### src/rtl/piso_shift_serializer.sv
// piso_shift_serializer: parallel-in, serial-out shifter with a valid/ready load handshake,
// per-word MSB/LSB-first order, en-driven stall, and a one-cycle done pulse after each frame.
module piso_shift_serializer #(
   parameter int WIDTH = 16
) (
   input  logic             clk,
   input  logic             rst,
   input  logic             load_valid,
   output logic             load_ready,
   input  logic [WIDTH-1:0] load_data,
   input  logic             load_dir,
   input  logic             en,
   output logic             q,
   output logic             q_valid,
   output logic             done
);
   localparam int CW = $clog2(WIDTH);
   localparam logic [CW-1:0] LAST = CW'(WIDTH - 1);
   typedef enum logic {IDLE, SHIFT} state_t;
   state_t          state, state_n;
   logic [WIDTH-1:0] sreg, sreg_n;
   logic [CW-1:0]    cnt, cnt_n;
   logic             dir_r, dir_n, done_n, last, accept;
   always_comb begin
      last       = state == SHIFT && en && cnt == LAST;
      load_ready = state == IDLE || last;
      accept     = load_valid && load_ready;
      state_n    = state;
      sreg_n     = sreg;
      cnt_n      = cnt;
      dir_n      = dir_r;
      done_n     = last;
      if (accept) begin
         state_n = SHIFT;
         sreg_n  = load_data;
         cnt_n   = '0;
         dir_n   = load_dir;
      end else if (last) begin
         state_n = IDLE;
      end else if (state == SHIFT && en) begin
         sreg_n = dir_r ? {1'b0, sreg[WIDTH-1:1]} : {sreg[WIDTH-2:0], 1'b0};
         cnt_n  = cnt + 1'b1;
      end
   end
   // sreg keeps its stale last bit after a frame ends, so q is gated by state
   assign q_valid = state == SHIFT;
   assign q       = q_valid && (dir_r ? sreg[0] : sreg[WIDTH-1]);
   always_ff @(posedge clk or negedge rst) begin
      if (!rst) begin
         state <= IDLE;
         sreg  <= '0;
         cnt   <= '0;
         dir_r <= 1'b0;
         done  <= 1'b0;
      end else begin
         state <= state_n;
         sreg  <= sreg_n;
         cnt   <= cnt_n;
         dir_r <= dir_n;
         done  <= done_n;
      end
   end
endmodule
### config.mk
export PLATFORM = sky130hd
export DESIGN_NAME = piso_shift_serializer
export DESIGN_NICKNAME = d
export VERILOG_FILES = /design/src/rtl/piso_shift_serializer.sv
export SDC_FILE = /design/constraint.sdc
export NUM_CORES = 1
export LEC_CHECK = 0
export BUFFER_PORTS_ARGS = -buffer_cell sky130_fd_sc_hd__clkbuf_2
export CAP_MARGIN = 5
export CORE_UTILIZATION = 58
export CTS_CLUSTER_DIAMETER = 40
export CTS_CLUSTER_SIZE = 14
export DETAILED_ROUTE_END_ITERATION = 8
export GPL_ROUTABILITY_DRIVEN = 0
export PLACE_DENSITY = 0.86
export SLEW_MARGIN = 15
export SYNTH_ARGS = -nofsm -noshare
export SYNTH_HDL_FRONTEND = slang
export SYNTH_SLANG_ARGS = --single-unit
### constraint.sdc
create_clock -name clk -period 2.2 [get_ports clk]
set_input_delay 0.55 -clock clk [delete_from_list [all_inputs] [get_ports clk]]
set_output_delay 0.55 -clock clk [all_outputs]
set_load 0.005 [all_outputs]
==> impl_metrics.py, run 1 <==
metrics = {
    "status": {
        "status": "finished clean",
    },
    "synthesis": {
        "synth_top_area_share_pct": 43.31,
        "synth_area_leaders": "dfrtp_1, mux2i_1, mux2_2",
        "yosysSeqAreaShare_pct": 43.31,
        "synth_cells": 128,
        "yosysUniqueCellTypes": 26,
        "synth_top_area_cell": "dfrtp_1",
        "syn_nets": 150,
        "synthArstFlopShare_pct": 100.0,
        "synthFlopType": "dfrtp_1",
        "synth_edf_count": 0,
        "ys_top_cells_by_count": "dfrtp_1, nand2_1, mux2i_1, mux2_2, o21ai_0",
        "synth_area_per_cell_um2": 10.38,
        "yosys_warnings": 0,
        "synth.cell_area_um2": 1329,
        "ys_ff_latch": 23,
    },
    "critical_path": {
        "path_class": "flip-flop to flip-flop",
        "cp_slowest_cell": "a21o_1",
        "crit_path_end_kind": "flip-flop",
        "critPathMaxFanout": 17,
        "slowest_delay_ns": 0.65,
        "arrival_ns": 2.21,
        "critPathRequiredTime_ns": 2.39,
        "startpoint_type": "flip-flop",
        "r2r_slack_ns": 0.18,
        "cp-startpoint": "cnt[0]$_DFFE_PN0P_",
        "reg2regPathDepth": 5,
        "r2r_start": "cnt[0]$_DFFE_PN0P_",
        "worstReg2RegEnd": "sreg[3]$_DFFE_PN0P_",
        "worstPathCellList": "ha_1 -> nand4_2 -> a21o_1 -> mux2i_1 -> o21ai_1",
    },
    "detailed_routing": {
        "drt_pass1_iterations": 4,
        "avgRoutedWirePerCell_um": 14.70,
        "routed_wl_um": 2616,
        "initialDrtViolationCount": 13,
        "vias": 994,
        "drcViolationCount": 0,
        "detail-route-antenna-nets": 0,
        "vias_per_cell": 5.584,
    },
    "clock_tree": {
        "cts-resized-gates": 0,
        "clock_path_buffers": 2,
        "cts-root-buf": "clkbuf_4",
        "clk_pin_slew_ns": 0.13,
        "cts.sinks": 23,
        "htree_levels": 1,
        "clkLatencyLatePin_ns": 0.31,
        "numCtsBuffers": 3,
        "cts_tree": "done",
        "ctsHoldBuffers": 0,
        "cts_setup_buffers": 0,
    },
    "die": {
        "die_y_um": 49.87,
        "io_pins": 25,
        "initial_core_util_pct": 64.44,
        "design.die.area_um2": 2487,
        "std_cell_rows": 16,
        "core_area_um2": 2062,
        "die_w_um": 49.87,
    },
    "global_route": {
        "antenna_found_initial": 0,
        "grt_pass1_wl_um": 4616,
        "grt_pass1_vias": 1002,
        "grt_max_degree": 24,
        "grt-ovfl-total": 0,
        "grt.total_usage_pct": 25.08,
    },
    "placement": {
        "portBuffers": 24,
        "dp_hpwl_um": 1900,
        "dpl.cell_count": 174,
        "dpl-instance-area_um2": 1416,
    },
    "timing": {
        "final.setup.tns_ns": 0,
        "fmax_mhz": 494.6,
        "drv_slew": 0,
        "finalCriticalPeriod_ns": 2.022,
        "setup_viol": 0,
        "period_share_pct": 91.90,
        "slew_headroom_pct": 47.50,
        "rsz0062_at_grt": "false",
        "hold_viol": 0,
        "clock_skew_ns": 0.003187,
        "worst_pin_slew_ns": 0.7876,
    },
    "finish": {
        "drive_gt1_share_pct": 31.13,
        "fin_cells": 178,
        "synthToLayoutAreaGrowth_pct": 8.663,
        "fin_nets": 174,
        "finalInstanceArea_um2": 1444,
        "diodes": 0,
    },
    "hold_path": {
        "hp-class": "primary input to asynchronous set/reset pin",
    },
    "run": {
        "drv_cap": 0,
    },
    "power": {
        "powerDensity_nw_per_um2": 1141,
        "irDropWorstVdd_v": 0.0006072,
        "leakagePower_nw": 0.7924,
    },
}
## layout by cell type, fill, tap and decap left out
cell	Yosys	routed
a21o_1	1	1
o21ai_0	10	10
nand2_1	23	23
nor2_1	2	2
clkbuf_2	1	24
a31oi_1	1	1
mux2_2	13	13
a22o_1	2	2
o21ai_2	1	1
dfrtp_1	23	23
a221o_1	1	1
nor4b_1	1	1
ha_1	1	1
or4_1	1	1
a22oi_1	1	1
and2b_2	1	1
buf_4	1	3
inv_1	4	4
mux2i_1	16	16
clkbuf_4	0	3
mux2_1	1	1
clkinv_2	0	1
a21oi_1	3	3
o21ai_1	7	7
nand4_2	1	1
nand3_1	6	6
## through the flow
step	setup WS [ns]	power, mW	util [%]	hold WS [ns]
floorplan	0.6971	1.305	-	0.2544
global placement	0.2692	1.388	68.69	0.4868
finish	0.1782	1.647	70.02	0.2093
CTS	0.1705	1.652	70.02	0.2136
detailed placement	0.1928	1.453	68.69	0.4979
global route	0.01569	1.791	70.02	0.2290
## power breakdown
part | switching [mW] | internal (mW) | leakage (nW)
Sequential | 0.149 | 0.579 | 0.290
Combinational | 0.355 | 0.367 | 0.485
Clock | 0.129 | 0.0680 | 0.0177
Total | 0.633 | 1.01 | 0.792
## how the worst max path moves through the flow
stage                                       to  slack, ns  depth (start not counted)
after global placement    sreg[13]$_DFFE_PN0P_       0.27                          5
after floorplan            sreg[2]$_DFFE_PN0P_       0.70                          7
after global routing       sreg[9]$_DFFE_PN0P_       0.02                          5
after detailed placement  sreg[10]$_DFFE_PN0P_       0.19                          5
final                      sreg[3]$_DFFE_PN0P_       0.18                          5
after CTS                  sreg[3]$_DFFE_PN0P_       0.17                          5
## worst max-delay path, delay by kind of cell, from the launching register on
family | cells | cell delay [ns]
flops | 1 | 0.45
fa+ha+maj | 1 | 0.28
mux | 1 | 0.27
compound gates | 2 | 0.74
simple gates | 1 | 0.15
## logic make-up after synthesis
| family | Yosys count | synth area share (%) |
|---|---|---|
| buf+inv | 12 | 7.815 |
| mux | 30 | 23.92 |
| compound gates | 27 | 11.87 |
| simple gates | 35 | 12.15 |
| fa+ha+maj | 1 | 0.9415 |
| flops | 23 | 43.31 |
## sequential cells by signal, summed over array words and instances (netlist names)
register	cells
sreg	16
cnt	4
dir_r	1
done	1
q_valid	1
## final cells by class
cell class / count / area (um^2)
clock buffer: 3 / 22.52
clock inverter: 1 / 5.005
fill: 168 / 618.1
inverter: 4 / 15.01
multi-input combinational: 93 / 649.4
sequential: 23 / 575.6
tap: 27 / 33.78
timing repair buffer: 27 / 142.6
## metal layers
layer	track usage, %	wire length (um)	up-vias
met5	0	0	-
met2	42.57	1325	25
li1	-	-	500
met3	6.790	102	2
met1	32.26	1175	467
met4	4.286	12	0
(Power assumes the default switching activity.)
==> run 2, diff against run 1 <==
--- a/config.mk
+++ b/config.mk
@@ -7,12 +7,12 @@
 export LEC_CHECK = 0
 export BUFFER_PORTS_ARGS = -buffer_cell sky130_fd_sc_hd__clkbuf_2
 export CAP_MARGIN = 5
-export CORE_UTILIZATION = 58
+export CORE_UTILIZATION = 49
 export CTS_CLUSTER_DIAMETER = 40
 export CTS_CLUSTER_SIZE = 14
 export DETAILED_ROUTE_END_ITERATION = 8
 export GPL_ROUTABILITY_DRIVEN = 0
-export PLACE_DENSITY = 0.86
+export PLACE_DENSITY = 0.78
 export SLEW_MARGIN = 15
 export SYNTH_ARGS = -nofsm -noshare
 export SYNTH_HDL_FRONTEND = slang
==> constraint.sdc (replaced) <==
create_clock -name clk -period 1.7 [get_ports clk]
set_input_delay 0.425 -clock clk [delete_from_list [all_inputs] [get_ports clk]]
set_output_delay 0.425 -clock clk [all_outputs]
set_load 0.005 [all_outputs]
==> run 2 against run 1 <==
  * Critical path depth fell by 1
  * First-iteration DRC count rose by 92%
  * Sequential power rose by 29%
  * Hold slack got worse by 0.10 ns
  * Clock skew fell by 0.0020 ns
  * Combinational power rose by 48%
  * Final cell count rose by 5.6%
  * Die area rose by 18%
  * Sequential cell count did not move
  * Clock power rose by 28%
  * Register-to-register slack got worse by 0.04 ns
  * Setup slack got worse by 0.14 ns
  * Critical endpoint is now load_ready
  * Highest routed layer is now met3
==> impl_metrics.py, run 2 (synthesis results as in run 1) <==
metrics = {
    "status": {
        "status": "finished clean",
    },
    "detailed_routing": {
        "initialDrtViolationCount": 25,
        "avgRoutedWirePerCell_um": 14.69,
        "vias_per_cell": 5.484,
        "vias": 1031,
        "drt_pass1_iterations": 4,
        "drcViolationCount": 0,
        "routed_wl_um": 2761,
        "detail-route-antenna-nets": 0,
    },
    "global_route": {
        "grt_pass1_wl_um": 4243,
        "grt_pass1_vias": 895,
        "grt-ovfl-total": 0,
        "antenna_found_initial": 0,
        "grt.total_usage_pct": 20.31,
        "grt_max_degree": 24,
    },
    "timing": {
        "rsz0062_at_grt": "true",
        "hold_viol": 0,
        "hold_ws_ns": 0.1044,
        "fmax_mhz": 600.3,
        "worst_pin_slew_ns": 0.6056,
        "setup_viol": 0,
        "clock_skew_ns": 0.001155,
        "drv_slew": 0,
        "slew_headroom_pct": 59.62,
        "period_share_pct": 98.00,
        "timing.final.ws_setup_ns": 0.03407,
        "finalCriticalPeriod_ns": 1.666,
        "final.setup.tns_ns": 0,
    },
    "run": {
        "drv_cap": 0,
    },
    "finish": {
        "final_cell_mix": "clkbuf_2, dfrtp_1, nand2_1",
        "layout_commonest_cell": "clkbuf_2",
        "top_regs": "sreg (16), cnt (4)",
        "regArea_um2": 575.6,
        "fin_nets": 181,
        "finalInstanceArea_um2": 1535,
        "synthToLayoutAreaGrowth_pct": 15.54,
        "top_register": "sreg",
        "fin_cells": 188,
        "fillers": 218,
        "diodes": 0,
        "drive_gt1_share_pct": 34.81,
        "multi_input_area_um2": 673.1,
        "largest_register_ffs": 16,
    },
    "critical_path": {
        "cp-endpoint": "load_ready",
        "crit_path_end_kind": "primary output",
        "critPathMaxFanout": 4,
        "crit_family": "flip-flops",
        "critPathRequiredTime_ns": 1.27,
        "path_class": "flip-flop to primary output",
        "worstReg2RegEnd": "sreg[15]$_DFFE_PN0P_",
        "cp_slowest_cell": "dfrtp_1",
        "arrival_ns": 1.24,
        "r2r_start": "cnt[0]$_DFFE_PN0P_",
        "slowest_delay_ns": 0.43,
        "cp-startpoint": "cnt[0]$_DFFE_PN0P_",
        "r2r_slack_ns": 0.14,
        "reg2regPathDepth": 5,
        "worst-path-buf-inv": 1,
        "worst-path-stages": 4,
        "startpoint_type": "flip-flop",
        "worstPathCellList": "ha_4 -> nand4_4 -> nand2_2 -> clkbuf_2",
    },
    "power": {
        "leakagePower_nw": 0.8187,
        "powerDensity_nw_per_um2": 1469,
        "irDropWorstVdd_v": 0.0007068,
    },
    "clock_tree": {
        "cts_tree": "done",
        "clk_pin_slew_ns": 0.13,
        "cts-root-buf": "clkbuf_4",
        "numCtsBuffers": 3,
        "clkLatencyLatePin_ns": 0.30,
        "ctsHoldBuffers": 0,
        "cts.sinks": 23,
        "clock_path_buffers": 2,
        "htree_levels": 1,
    },
    "placement": {
        "dpl.cell_count": 179,
        "dpl-instance-area_um2": 1448,
        "dp_slack_ns": 0.07102,
        "dp_hpwl_um": 1915,
        "portBuffers": 24,
    },
    "die": {
        "core_area_um2": 2522,
        "die_y_um": 54.08,
        "io_pins": 25,
        "die_w_um": 54.08,
        "initial_core_util_pct": 52.68,
        "std_cell_rows": 18,
        "design.die.area_um2": 2924,
    },
    "hold_path": {
        "hp-class": "primary input to asynchronous set/reset pin",
    },
}
==> run 2: cell count changes in the layout (fill, tap and decap cells not counted) <==
cell      previous run  this run
buf_12               0         1
buf_4                3         9
clkbuf_1             0         1
clkinv_2             1         0
ha_1                 1         0
ha_4                 0         1
nand2_1             23        22
nand2_2              0         1
nand4_2              1         0
nand4_4              0         1
==> run 2: area by class of cell <==
class / count / area share, %
repair buffers: 34 / 13.53
clock buffers: 4 / 1.711
flip-flops and latches: 23 / 37.49
inverters: 4 / 0.9780
well taps: 30 / 2.445
multi-input cells: 93 / 43.85
==> run 2: worst min path at each step <==
stage                     startpoint                   to  slack, ns  cells past startpoint
final                            rst       done$_DFF_PN0_       0.10                      1
after global routing             rst       done$_DFF_PN0_       0.13                      1
after global placement           rst   cnt[2]$_DFFE_PN0P_       0.44                      1
after floorplan                  rst   cnt[0]$_DFFE_PN0P_       0.13                      0
after detailed placement         rst       done$_DFF_PN0_       0.45                      1
after CTS                        rst  sreg[3]$_DFFE_PN0P_       0.11                      1
==> run 2: layer usage <==
| metal | GRT usage [%] | part of all wire [%] | vias to the layer above |
|---|---|---|---|
| met5 | 0 | 0 | - |
| met4 | 2.564 | 0 | 0 |
| met3 | 2.542 | 2.3 | 0 |
| met2 | 32.30 | 47 | 17 |
| met1 | 30.16 | 51 | 497 |
| li1 | - | - | 517 |
==> run 2: what timing repair did <==
item,in CTS,in global routing
setup buffers,2,3
setup endpoints to repair,1,2
pin swaps,0,2
gates resized for setup,3,1
==> run 2: where the power goes <==
part / switching, mW / internal, mW / leakage (nW)
sequential: 0.188 / 0.749 / 0.290
combinational: 0.501 / 0.566 / 0.514
clock: 0.160 / 0.0913 / 0.0150
total: 0.849 / 1.41 / 0.819
==> run 2: metrics by stage <==
stage                     util, %  power [mW]
after CTS                   59.62       2.207
after global placement      57.39       1.822
after global routing        60.86       2.431
after floorplan                 -       1.689
after detailed placement    57.39       1.894
final                       60.86       2.255
==> run 3, diff against run 2 <==
--- a/config.mk
+++ b/config.mk
@@ -7,12 +7,12 @@
 export LEC_CHECK = 0
 export BUFFER_PORTS_ARGS = -buffer_cell sky130_fd_sc_hd__clkbuf_2
 export CAP_MARGIN = 5
-export CORE_UTILIZATION = 49
+export CORE_UTILIZATION = 54
 export CTS_CLUSTER_DIAMETER = 40
 export CTS_CLUSTER_SIZE = 14
 export DETAILED_ROUTE_END_ITERATION = 8
 export GPL_ROUTABILITY_DRIVEN = 0
-export PLACE_DENSITY = 0.78
+export PLACE_DENSITY = 0.81
 export SLEW_MARGIN = 15
 export SYNTH_ARGS = -nofsm -noshare
 export SYNTH_HDL_FRONTEND = slang
==> constraint.sdc (replaced) <==
create_clock -name clk -period 1.55 [get_ports clk]
set_input_delay 0.3875 -clock clk [delete_from_list [all_inputs] [get_ports clk]]
set_output_delay 0.3875 -clock clk [all_outputs]
set_load 0.005 [all_outputs]
==> run 3 against run 2 <==
  * The flow now finishes with violations (negative setup slack)
  * Non-clock buffer count is 11 higher
  * Clock power is 12% higher
  * Global-route usage is 3.8 points higher
  * Final cell count is 4.8% higher
  * Routed wire length is 5.2% higher
  * Sequential power is 11% higher
  * Critical path type unchanged
  * Critical endpoint unchanged
  * Highest routed layer is now met4
==> impl_metrics.py, run 3 (synthesis results as in run 1) <==
metrics = {
    "critical_path": {
        "critPathMaxFanout": 4,
        "crit_path_end_kind": "primary output",
        "reg2regPathDepth": 6,
        "r2r_start": "cnt[1]$_DFFE_PN0P_",
        "startpoint_type": "flip-flop",
        "worstReg2RegEnd": "sreg[15]$_DFFE_PN0P_",
        "worstPathCellList": "ha_4 -> nand4_4 -> nand2_2 -> clkbuf_2",
        "slowest_delay_ns": 0.43,
        "arrival_ns": 1.26,
        "cp_slowest_cell": "dfrtp_1",
        "critPathRequiredTime_ns": 1.16,
        "path_class": "flip-flop to primary output",
        "r2r_slack_ns": -0.08,
    },
    "hold_path": {
        "hp-class": "primary input to asynchronous set/reset pin",
    },
    "status": {
        "violations": "negative setup slack",
        "status": "complete, but fails checks",
    },
    "global_route": {
        "grt_max_degree": 24,
        "grt_pass1_vias": 1057,
        "grt-ovfl-total": 0,
        "grt_pass1_wl_um": 4747,
        "grt.total_usage_pct": 24.14,
        "antenna_found_initial": 0,
    },
    "finish": {
        "fin_nets": 192,
        "synthToLayoutAreaGrowth_pct": 24.39,
        "top_regs": "sreg (16), cnt (4)",
        "fillers": 159,
        "drive_gt1_share_pct": 42.60,
        "largest_register_ffs": 16,
        "diodes": 0,
        "top_register": "sreg",
        "layout_commonest_cell": "clkbuf_2",
        "final_cell_mix": "clkbuf_2, nand2_1, dfrtp_1",
    },
    "timing": {
        "slew_headroom_pct": 61.78,
        "worst_pin_slew_ns": 0.5733,
        "fmax_mhz": 605.6,
        "hold_viol": 0,
        "drv_slew": 0,
        "timing.final.ws_setup_ns": -0.1013,
        "period_share_pct": 106.5,
        "hold_ws_ns": 0.03706,
        "finalCriticalPeriod_ns": 1.651,
        "rsz0062_at_grt": "true",
        "setup_viol": 3,
        "clock_skew_ns": 0.003240,
    },
    "die": {
        "die_y_um": 51.61,
        "design.die.area_um2": 2663,
        "core_area_um2": 2276,
        "die_w_um": 51.61,
        "initial_core_util_pct": 58.38,
        "io_pins": 25,
        "std_cell_rows": 17,
    },
    "power": {
        "powerDensity_nw_per_um2": 1620,
        "leakagePower_nw": 0.8797,
        "irDropWorstVdd_v": 0.001058,
        "power_mw": 2.678,
    },
    "detailed_routing": {
        "routed_wl_um": 2904,
        "drt_pass1_iterations": 4,
        "detail-route-antenna-nets": 0,
        "vias": 1094,
        "avgRoutedWirePerCell_um": 14.74,
        "vias_per_cell": 5.553,
        "drcViolationCount": 0,
        "initialDrtViolationCount": 17,
    },
    "clock_tree": {
        "cts_tree": "done",
        "numCtsBuffers": 3,
        "clock_path_buffers": 2,
        "clk_pin_slew_ns": 0.13,
        "cts.sinks": 23,
        "clkLatencyLatePin_ns": 0.32,
        "htree_levels": 1,
        "cts-root-buf": "clkbuf_4",
    },
    "run": {
        "drv_cap": 0,
    },
    "placement": {
        "portBuffers": 24,
        "dp_hpwl_um": 1851,
    },
}
[run 3: worst max path at each step]
stage,startpoint,to,depth (start not counted)
2_1_floorplan,cnt[0]$_DFFE_PN0P_,sreg[2]$_DFFE_PN0P_,7
3_3_place_gp,cnt[0]$_DFFE_PN0P_,cnt[3]$_DFFE_PN0P_,5
3_5_place_dp,cnt[0]$_DFFE_PN0P_,cnt[3]$_DFFE_PN0P_,5
4_1_cts,cnt[1]$_DFFE_PN0P_,load_ready,4
5_1_grt,cnt[1]$_DFFE_PN0P_,load_ready,4
6_report,cnt[1]$_DFFE_PN0P_,load_ready,4
[run 3: where the power goes]
part           total (mW)  internal (mW)  switching [mW]
clock network       0.283         0.0967           0.186
logic                1.36          0.762           0.597
registers            1.04          0.823           0.214
total                2.68           1.68           0.997
[run 3: critical path: cells and delay by family (launching register included)]
kind / cells / cell delay, ns
AND/OR/NAND/NOR: 2 / 0.25
buffers and inverters: 1 / 0.11
flip-flops: 1 / 0.43
adder cells (fa/ha/maj): 1 / 0.17
[run 3: cell type report]
cell class              instances  area, um^2  area share (%)
flip-flops and latches         23       576.8           34.90
well taps                      28       35.03           2.120
inverters                       4       15.01          0.9084
repair buffers                 45       306.5           18.55
multi-input cells              93       691.9           41.86
clock inverters                 1       5.005          0.3028
clock buffers                   3       22.52           1.363
[run 3: timing repair]
action                     CTS  global route
cloned                       0             1
setup endpoints to repair    4            20
pin swaps                    2             1
hold buffers                 0             0
gates resized for setup      7             8
setup buffers                7             3
[run 3: metal layers]
| metal | GRT usage, % | share of wire (%) | wire length [um] |
|---|---|---|---|
| met5 | 0 | 0 | 0 |
| met3 | 4.094 | 3.8 | 111 |
| met1 | 31.83 | 44 | 1290 |
| met4 | 9.910 | 1.7 | 48 |
| met2 | 39.18 | 50 | 1454 |
[run 3: per-stage QoR]
step / setup WS [ns] / setup TNS [ns] / instances / instance area [um^2] / util [%]
finish: -0.1013 / -0.2397 / 197 / 1653 / 72.62
global route: -0.1480 / -1.176 / 197 / 1653 / 72.62
CTS: -0.06220 / -0.06220 / 193 / 1600 / 70.31
detailed placement: 0.004056 / 0 / 183 / 1490 / 65.48
global placement: 0.07036 / 0 / 183 / 1490 / 65.48
floorplan: 0.04711 / 0 / 128 / 1329 / -
